$ cat src/rtl/four_parity_pkg.sv
// Shared definitions for the four-bit even-parity serial link (rx and tx sides).
package four_parity_pkg;

  localparam int unsigned DATA_BITS = 4;

  typedef enum logic [2:0] {
    IDLE,
    START,
    DATA,
    PARITY,
    STOP
  } rxState_t;

  // Returns 1 when data plus parity bit has odd weight (even-parity violation).
  function automatic logic parityErr(input logic [DATA_BITS-1:0] data, input logic parBit);
    return (^data) ^ parBit;
  endfunction

endpackage

$ cat src/rtl/four_parity_rx_bit_timer.sv
// Bit timer: loadable down-counter that reloads itself after reaching zero.
// expire is high in every cycle the count is zero.
module bit_timer #(
  parameter int unsigned          WIDTH  = 2,
  parameter logic [WIDTH-1:0]     RELOAD = '1
) (
  input  logic             clk,
  input  logic             rst_n,
  input  logic             load,
  input  logic [WIDTH-1:0] loadVal,
  output logic             expire
);

  logic [WIDTH-1:0] count;

  // Count down, reload at zero; an explicit load takes priority.
  always_ff @(posedge clk) begin
    if (!rst_n) begin
      count <= '0;
    end else if (load) begin
      count <= loadVal;
    end else if (count == '0) begin
      count <= RELOAD;
    end else begin
      count <= count - WIDTH'(1);
    end
  end

  assign expire = (count == '0);

endmodule

$ cat src/rtl/four_parity_rx.sv
// Four-bit even-parity serial receiver: start, D0..D3 (LSB first), parity, stop.
// Optional macro FOUR_PARITY_RX_ERRCNT_EN adds outErrCnt, a saturating count of
// frames flagged with a parity or stop-bit error.
module four_parity_rx
  import four_parity_pkg::*;
#(
  parameter int unsigned CLKS_PER_BIT = 4
) (
  input  logic                 clk,
  input  logic                 rst_n,
  input  logic                 inS,
  output logic [DATA_BITS-1:0] outData,
  output logic                 outValid,
  output logic                 outErr,
  output logic                 outFrameErr,
  output logic                 outBusy
`ifdef FOUR_PARITY_RX_ERRCNT_EN
  ,
  output logic [7:0]           outErrCnt
`endif
);

  localparam int unsigned TW = (CLKS_PER_BIT > 2) ? $clog2(CLKS_PER_BIT) : 1;
  localparam int unsigned BW = $clog2(DATA_BITS);
  localparam logic [TW-1:0] FULL_LOAD = TW'(CLKS_PER_BIT - 1);
  localparam logic [TW-1:0] HALF_LOAD = TW'(CLKS_PER_BIT / 2 - 1);
  localparam logic [BW-1:0] LAST_BIT  = BW'(DATA_BITS - 1);

  if ((CLKS_PER_BIT < 2) || ((CLKS_PER_BIT % 2) != 0)) begin : gBadClksPerBit
    $error("four_parity_rx: CLKS_PER_BIT must be even and at least 2");
  end

  rxState_t             state;
  rxState_t             nextState;
  logic                 syncQ1;
  logic                 inSS;
  logic                 armed;
  logic [DATA_BITS-1:0] shiftReg;
  logic [BW-1:0]        bitCnt;
  logic                 parBit;
  logic                 timerLoad;
  logic [TW-1:0]        timerVal;
  logic                 expire;
  logic                 shiftEn;
  logic                 parEn;
  logic                 stopEn;

  bit_timer #(
    .WIDTH  (TW),
    .RELOAD (FULL_LOAD)
  ) uTimer (
    .clk     (clk),
    .rst_n   (rst_n),
    .load    (timerLoad),
    .loadVal (timerVal),
    .expire  (expire)
  );

  // Two-flop synchronizer for the asynchronous serial line (idles high).
  always_ff @(posedge clk) begin
    if (!rst_n) begin
      syncQ1 <= 1'b1;
      inSS   <= 1'b1;
    end else begin
      syncQ1 <= inS;
      inSS   <= syncQ1;
    end
  end

  // FSM state register.
  always_ff @(posedge clk) begin
    if (!rst_n) begin
      state <= IDLE;
    end else begin
      state <= nextState;
    end
  end

  // Next-state decode plus timer load and sampling strobes.
  always_comb begin
    nextState = state;
    timerLoad = 1'b0;
    timerVal  = FULL_LOAD;
    shiftEn   = 1'b0;
    parEn     = 1'b0;
    stopEn    = 1'b0;
    outBusy   = (state != IDLE);
    case (state)
      IDLE: begin
        if (armed && !inSS) begin
          nextState = START;
          timerLoad = 1'b1;
          timerVal  = HALF_LOAD;
        end
      end
      START: begin
        if (expire) begin
          if (inSS) begin
            nextState = IDLE;
          end else begin
            nextState = DATA;
            timerLoad = 1'b1;
          end
        end
      end
      DATA: begin
        if (expire) begin
          shiftEn = 1'b1;
          if (bitCnt == LAST_BIT) begin
            nextState = PARITY;
          end
        end
      end
      PARITY: begin
        if (expire) begin
          parEn     = 1'b1;
          nextState = STOP;
        end
      end
      STOP: begin
        if (expire) begin
          stopEn    = 1'b1;
          nextState = IDLE;
        end
      end
      default: nextState = IDLE;
    endcase
  end

  // Sample data/parity/stop bits, publish results, and manage the armed flag.
  always_ff @(posedge clk) begin
    if (!rst_n) begin
      armed       <= 1'b1;
      shiftReg    <= '0;
      bitCnt      <= '0;
      parBit      <= 1'b0;
      outData     <= '0;
      outValid    <= 1'b0;
      outErr      <= 1'b0;
      outFrameErr <= 1'b0;
    end else begin
      outValid <= stopEn;
      if (state == IDLE) begin
        bitCnt <= '0;
        if (inSS) begin
          armed <= 1'b1;
        end
      end
      if (shiftEn) begin
        shiftReg <= {inSS, shiftReg[DATA_BITS-1:1]};
        bitCnt   <= bitCnt + BW'(1);
      end
      if (parEn) begin
        parBit <= inSS;
      end
      if (stopEn) begin
        outData     <= shiftReg;
        outErr      <= parityErr(shiftReg, parBit);
        outFrameErr <= ~inSS;
        // A low stop bit means a break: stay disarmed until the line goes high.
        if (!inSS) begin
          armed <= 1'b0;
        end
      end
    end
  end

`ifdef FOUR_PARITY_RX_ERRCNT_EN
  // Saturating count of errored frames, updated alongside outValid.
  always_ff @(posedge clk) begin
    if (!rst_n) begin
      outErrCnt <= '0;
    end else if (stopEn && (parityErr(shiftReg, parBit) || !inSS) && (outErrCnt != '1)) begin
      outErrCnt <= outErrCnt + 8'd1;
    end
  end
`endif

endmodule

$ cat config.mk
export PLATFORM = sky130hd
export DESIGN_NAME = four_parity_rx
export DESIGN_NICKNAME = d
export VERILOG_FILES = /design/src/rtl/four_parity_pkg.sv /design/src/rtl/four_parity_rx_bit_timer.sv /design/src/rtl/four_parity_rx.sv
export SDC_FILE = /design/constraint.sdc
export NUM_CORES = 1
export LEC_CHECK = 0
export ABC_AREA = 0
export BUFFER_PORTS_ARGS = -buffer_cell sky130_fd_sc_hd__buf_2
export CAP_MARGIN = 10
export CORE_ASPECT_RATIO = 0.9
export CORE_UTILIZATION = 27
export CTS_CLUSTER_SIZE = 20
export DETAILED_ROUTE_END_ITERATION = 6
export PLACE_DENSITY = 0.44
export SYNTH_ARGS = -nofsm -noshare
export SYNTH_HDL_FRONTEND = slang
export SYNTH_SLANG_ARGS = --single-unit
$ cat constraint.sdc
create_clock -name clk -period 1.2 [get_ports clk]
set_input_delay 0.12 -clock clk [delete_from_list [all_inputs] [get_ports clk]]
set_output_delay 0.12 -clock clk [all_outputs]
set_load 0.02 [all_outputs]
Yosys cells after proc, flatten, opt, wreduce, memory -nomap -nowiden
Index checks and enable logic that the tools add are counted.

storage, ports and cells
  register bits = 22
  input port bits = 3
  output and inout port bits = 8
  word-level logic and storage cells = 61

cells by class
  $add $sub $neg = 2
  eq/ne operators = 11
  multiplexer cells = 26
  bitwise gates (word level) = 2
  reductions and logical operators = 8

operators by type and width
  kind                   number
  $mux W3                6
  $pmux W3 S5            1
  $mux W2                7
  $ne A2 B2 Y1 const B   6
  $mux W1                11
  $eq A3 B2 Y1 const B   2
  $reduce_and A6 Y1      1
  $reduce_xor A4 Y1      1
  $eq A3 B1 Y1 const B   1
  $eq A3 B3 Y1 const B   1
  $logic_not A3 Y1       1
  $reduce_bool A3 Y1     1
  $add A2 B1 Y2 const B  1
  $eq A2 B2 Y1 const B   1
  $logic_not A2 Y1       1
  $pmux W1 S2            1
  $reduce_bool A2 Y1     1
  $sub A2 B1 Y2 const B  1
  $logic_and A1 B1 Y1    1
  $logic_not A1 Y1       1
  $not A1 Y1             1
  $xor A1 B1 Y1          1

Depth between registers and ports, before layout
  depth after elaboration = 5
  depth in mapped cells = 7
  depth with buffers taken out = 6

Cells and area by module
Synthesis repeated with hierarchy kept, for this count alone.

unflattened totals
  cells, all modules = 109
  area, all modules = 1056.0 µm²

by module, submodules not included
  module          times used  cells each  area an instance (µm²)  seq. area each (µm²)
  four_parity_rx  1           99          958.4                   400.4
  bit_timer       1           10          97.6                    40.0

Least setup slack after synthesis
No wires, ideal clock.

  kind = flip-flop to flip-flop
  from = register state[0]
  to = register state[0]
  library setup time = 0.121 ns
  arrival = 1.180 ns
  data required time = 1.079 ns
  setup slack = -0.101 ns
  cell stages (with the launch flop) = 6
  path buffers = 1
  period minus slack after synthesis = 1.301 ns
  cells stage by stage = dfxtp_1 -> buf_4 -> or3b_1 -> a21oi_2 -> or2_1 -> o21ai_0

on the way
  cells in the longest elaborated chain, start to end = 3
  elaborated cells on any way between the ends = 13
  those cells by class = 10 x eq/ne; 1 x mux; 2 x reduce/logical

ends and longest elaborated chain
  item                                  RTL line              RTL
  start, declared                       four_parity_rx.sv:33  rxState_t state;
  start signal, assigned                four_parity_rx.sv:75  state <= nextState;
  $eq A3 B2 Y1 (tied with other cells)  four_parity_rx.sv:88  case (state)
  $ne A2 B2 Y1 (no source line)         -
  $reduce_and A6 Y1 (no source line)    -

Parallel ways exist; a longest one is shown, timed or not.
A chain may end at the register's enable or synchronous reset.

Final worst setup path
  from = register bitCnt[0]
  to = register state[0]

on the way
  cells in the longest elaborated chain, start to end = 3

ends and longest elaborated chain
  item                                RTL line               RTL
  start, declared                     four_parity_rx.sv:39   logic [BW-1:0] bitCnt;
  start signal, assigned              four_parity_rx.sv:151  bitCnt <= bitCnt + BW'(1);
  $eq A2 B2 Y1                        four_parity_rx.sv:109  if (bitCnt == LAST_BIT) begin
  $ne A2 B2 Y1 (no source line)       -
  $reduce_and A6 Y1 (no source line)  -

Every way passes these cells.

==> summary.md <==
| Metric | Value |
|---|---|
| Result of the run | finished, violations left |
| Violated checks | setup timing |
| Ordered cell list for the critical path | ha_2, a311o_1, a21oi_2, or2_1, o21ai_1 |
| Overall die height | 58.8 um |
| Avg Cell Area, Syn | 9.58 sq um |
| Number of DRC markers in iteration 0 | 9 |
| Diodes inserted | 0 |
| Pwr per Cell Area | 1230 mW/mm^2 |
| Buffers added on ports | 10 |
| Antenna-violating nets left | 0 |
| Crit-path slowest cell | sky130_fd_sc_hd__a311o_1 |
| Final-stage net count | 134 |
| Overall via count from detail_route | 774 |
| Fill cell instance count of the final layout | 381 |
| FF-to-FF path depth | 5 |
| Non-filler cells, final | 171 |
| Clock-pin slew on the worst setup and hold paths | 80 ps |
| Cell chosen for the clock root | sky130_fd_sc_hd__clkbuf_8 |
| Least setup slack across all paths after layout | -156 ps |
| Capture instance of the worst register-to-register path | state[0]$_SDFFE_PN0P_ |
| Reg2reg setup slack | -160 ps |
| Area grow syn2layout | 34.2% |
| Number of H-tree levels | 1 |
| Worst-skew pair later-pin latency | 260 ps |
| Maximum fanout count along the critical path | 2 |
| Maximum resistive drop on vdd | 0.000543 V |
| Post-detailed-route via-to-cell ratio | 4.53 |
| Wire length reported by the detailed router | 1.96 mm |
| Max-Slew Margin vs Limit | 85.1% |
| Post-synth cell types | 33 |
| Most frequent cells in the layout | sky130_fd_sc_hd__dfxtp_1, sky130_fd_sc_hd__buf_4, sky130_fd_sc_hd__nor2_1 |
| Tightest Pin Transition | 221 ps |
| Post-synth top area share | 45.5% |
| Number of CTS-inserted buffers | 3 |
| Count of max-cap constraint violations | 0 |
| Portion of the post-synthesis area used by sequential elements | 45.5% |
| Io pins | 11 |
| Placeable core region | 0.00340 sq mm |
| Antenna violations before repair | 0 |
| Top achievable clock speed | 737 MHz |
| Classification of the worst-slack hold path | in2reg |
| Final period util | 113% |
| Global placer's final weighted congestion | 0.824 |
| Startpoint of the tightest hold check path | inS |
| Initial core utilization | 28.4% |
| Number of iterations in the first detailed-routing pass | 2 |
| CTS tree | yes |
| Total congestion overflow | 0 |
| DP Wirelength | 1.46 mm |
| Netlist area before placement | 967 sq um |
| Wire per inst | 11.5 um |
| Skew final | 4.39 ps |
| Crit. End Element | register |
| Hold_ws | 33.2 ps |
| Width of the die | 65.1 um |
| Hold Path End | syncQ1$_SDFF_PN1_ |
| Number of slew-limit violations in the final report | 0 |
| Number of cell rows | 20 |
| Data required time of the worst path | 1350 ps |
| Number of cells traversed by the worst hold path | 2 |
| Die area | 0.00383 sq mm |
| Classification of the worst setup path | reg2reg |
| Number of clock sinks | 22 |
| Count of synthesis-stage warnings from yosys | 0 |
| Delay of the slowest cell on the worst path | 360 ps |
| Seq cells post-synth | 22 |
| Post-synthesis instance total | 101 |
| R2r startpoint | bitCnt[0]$_SDFFE_PN0P_ |
| Number of enable-type register cells in the synthesized netlist | 0 |
| Vias in the first global route | 742 |
| Critical Path Start Type | register |
| Ys async rst share | 0% |
| Cell accounting for the most synthesized area | sky130_fd_sc_hd__dfxtp_1 |
| Post-Synthesis Net Count | 107 |
| Fraction of layout instances using a drive strength above 1 | 38.6% |
| Endpoint arrival time on the critical path | 1510 ps |
| Most frequent standard cell in the layout excluding fill and tap cells | sky130_fd_sc_hd__dfxtp_1 |
| Placed cells | 166 |
| Leakage power | 0.000577 uW |
| First-pass GRT wire length | 3.41 mm |
| Post-route DRC | 0 |
| Maximum number of pins on one net before global-route repair | 16 |
| RSZ-0062 raised after global routing | yes |
| Total track usage | 12.0% |
| Most used flip-flop cell after synthesis | sky130_fd_sc_hd__dfxtp_1 |
| Count of endpoints failing setup in the final report | 12 |
| Fin. Hold Viols | 0 |
| Top cells by area in the synthesized netlist | sky130_fd_sc_hd__dfxtp_1, sky130_fd_sc_hd__mux2i_1, sky130_fd_sc_hd__nor2_1 |
| Minimum clock period | 1360 ps |
| Maximum buffer depth of the clock tree | 2 |
==> cells by family (layout without fill, tap and decap cells) <==
logic type      count (synthesis)  in the layout  synth area share (%)
compound gates                 18             18                  11.8
flops                          22             22                  45.5
fa+ha+maj                       3              3                  3.88
xor+xnor                        3              3                  4.14
simple gates                   34             34                  17.7
buf+inv                        10             36                  5.56
mux                            11             11                  11.4
==> cell type report <==
| class | count | area [sq um] | area share (%) |
|---|---|---|---|
| Multi-Input combinational cell | 69 | 517 | 39.8 |
| Inverter | 5 | 18.8 | 1.45 |
| Clock buffer | 3 | 41.3 | 3.18 |
| Clock inverter | 1 | 30.0 | 2.31 |
| Sequential cell | 22 | 454 | 35.0 |
| Timing Repair Buffer | 27 | 181 | 14.0 |
| Tap cell | 44 | 55.1 | 4.24 |
==> routing by layer <==
layer | share of wire [%] | GRT usage [%]
met3 | 1.7 | 1.74
met2 | 47 | 18.9
met4 | 0.97 | 6.52
met1 | 51 | 15.8
met5 | 0 | 0
==> flip-flops by register name, indices dropped and copies added (netlist names) <==
name / count
outFrameErr: 1
outValid: 1
armed: 1
shiftReg: 4
bitCnt: 2
inSS: 1
outData: 4
uTimer.count: 2
syncQ1: 1
parBit: 1
outErr: 1
state: 3
==> timing repair <==
action | in CTS | in global routing
pin swaps | 1 | 0
hold buffers | 0 | 0
setup buffers | 1 | 0
gates resized for setup | 11 | 6
endpoints found under the hold margin | 0 | 0
endpoints found under the setup margin | 17 | 17
==> worst max-delay path, delay by kind of cell, from the launching register on <==
family	cells	cell delay [ps]
AND/OR/NAND/NOR	1	160
flip-flops	1	330
AO/OA/AOI/OAI	3	580
adder cells (fa/ha/maj)	1	180
==> worst max-delay path by stage <==
| stage | start | to | slack, ps |
|---|---|---|---|
| 2_1_floorplan | state[1]$_SDFFE_PN0P_ | state[1]$_SDFFE_PN0P_ | -50 |
| 3_3_place_gp | uTimer.count[0]$_SDFF_PN0_ | state[1]$_SDFFE_PN0P_ | -110 |
| 3_5_place_dp | uTimer.count[0]$_SDFF_PN0_ | shiftReg[3]$_SDFFE_PN0P_ | -160 |
| 4_1_cts | bitCnt[0]$_SDFFE_PN0P_ | state[0]$_SDFFE_PN0P_ | -140 |
| 5_1_grt | uTimer.count[0]$_SDFF_PN0_ | state[1]$_SDFFE_PN0P_ | -220 |
| 6_report | bitCnt[0]$_SDFFE_PN0P_ | state[0]$_SDFFE_PN0P_ | -160 |
==> synth_stat cells, drive strengths merged, types with 3 or more instances <==
cell and number:
a21oi 7, buf 4, dfxtp 22, ha 3, inv 4, mux2i 11
nand2 3, nand2b 3, nand3 4, nor2 17, o21ai 5
==> per-stage QoR <==
stage               total power [uW]  area (sq um)  setup slack (ps)  TNS (ps)  utilization (%)
floorplan                        852           987             -52.2      -207                -
global placement                 905          1170              -105      -937             34.4
detailed placement               906          1170              -156     -1210             34.4
CTS                             1620          1280              -135      -750             37.5
global route                    1670          1300              -224     -2270             38.1
finish                          1590          1300              -156      -687             38.1
==> report_power, final <==
| part | internal (uW) | switching, uW |
|---|---|---|
| sequential | 740 | 11.6 |
| combinational | 75.2 | 75.9 |
| clock | 445 | 246 |
| total | 1260 | 334 |
Note: power is estimated with default switching activity, not from simulation.
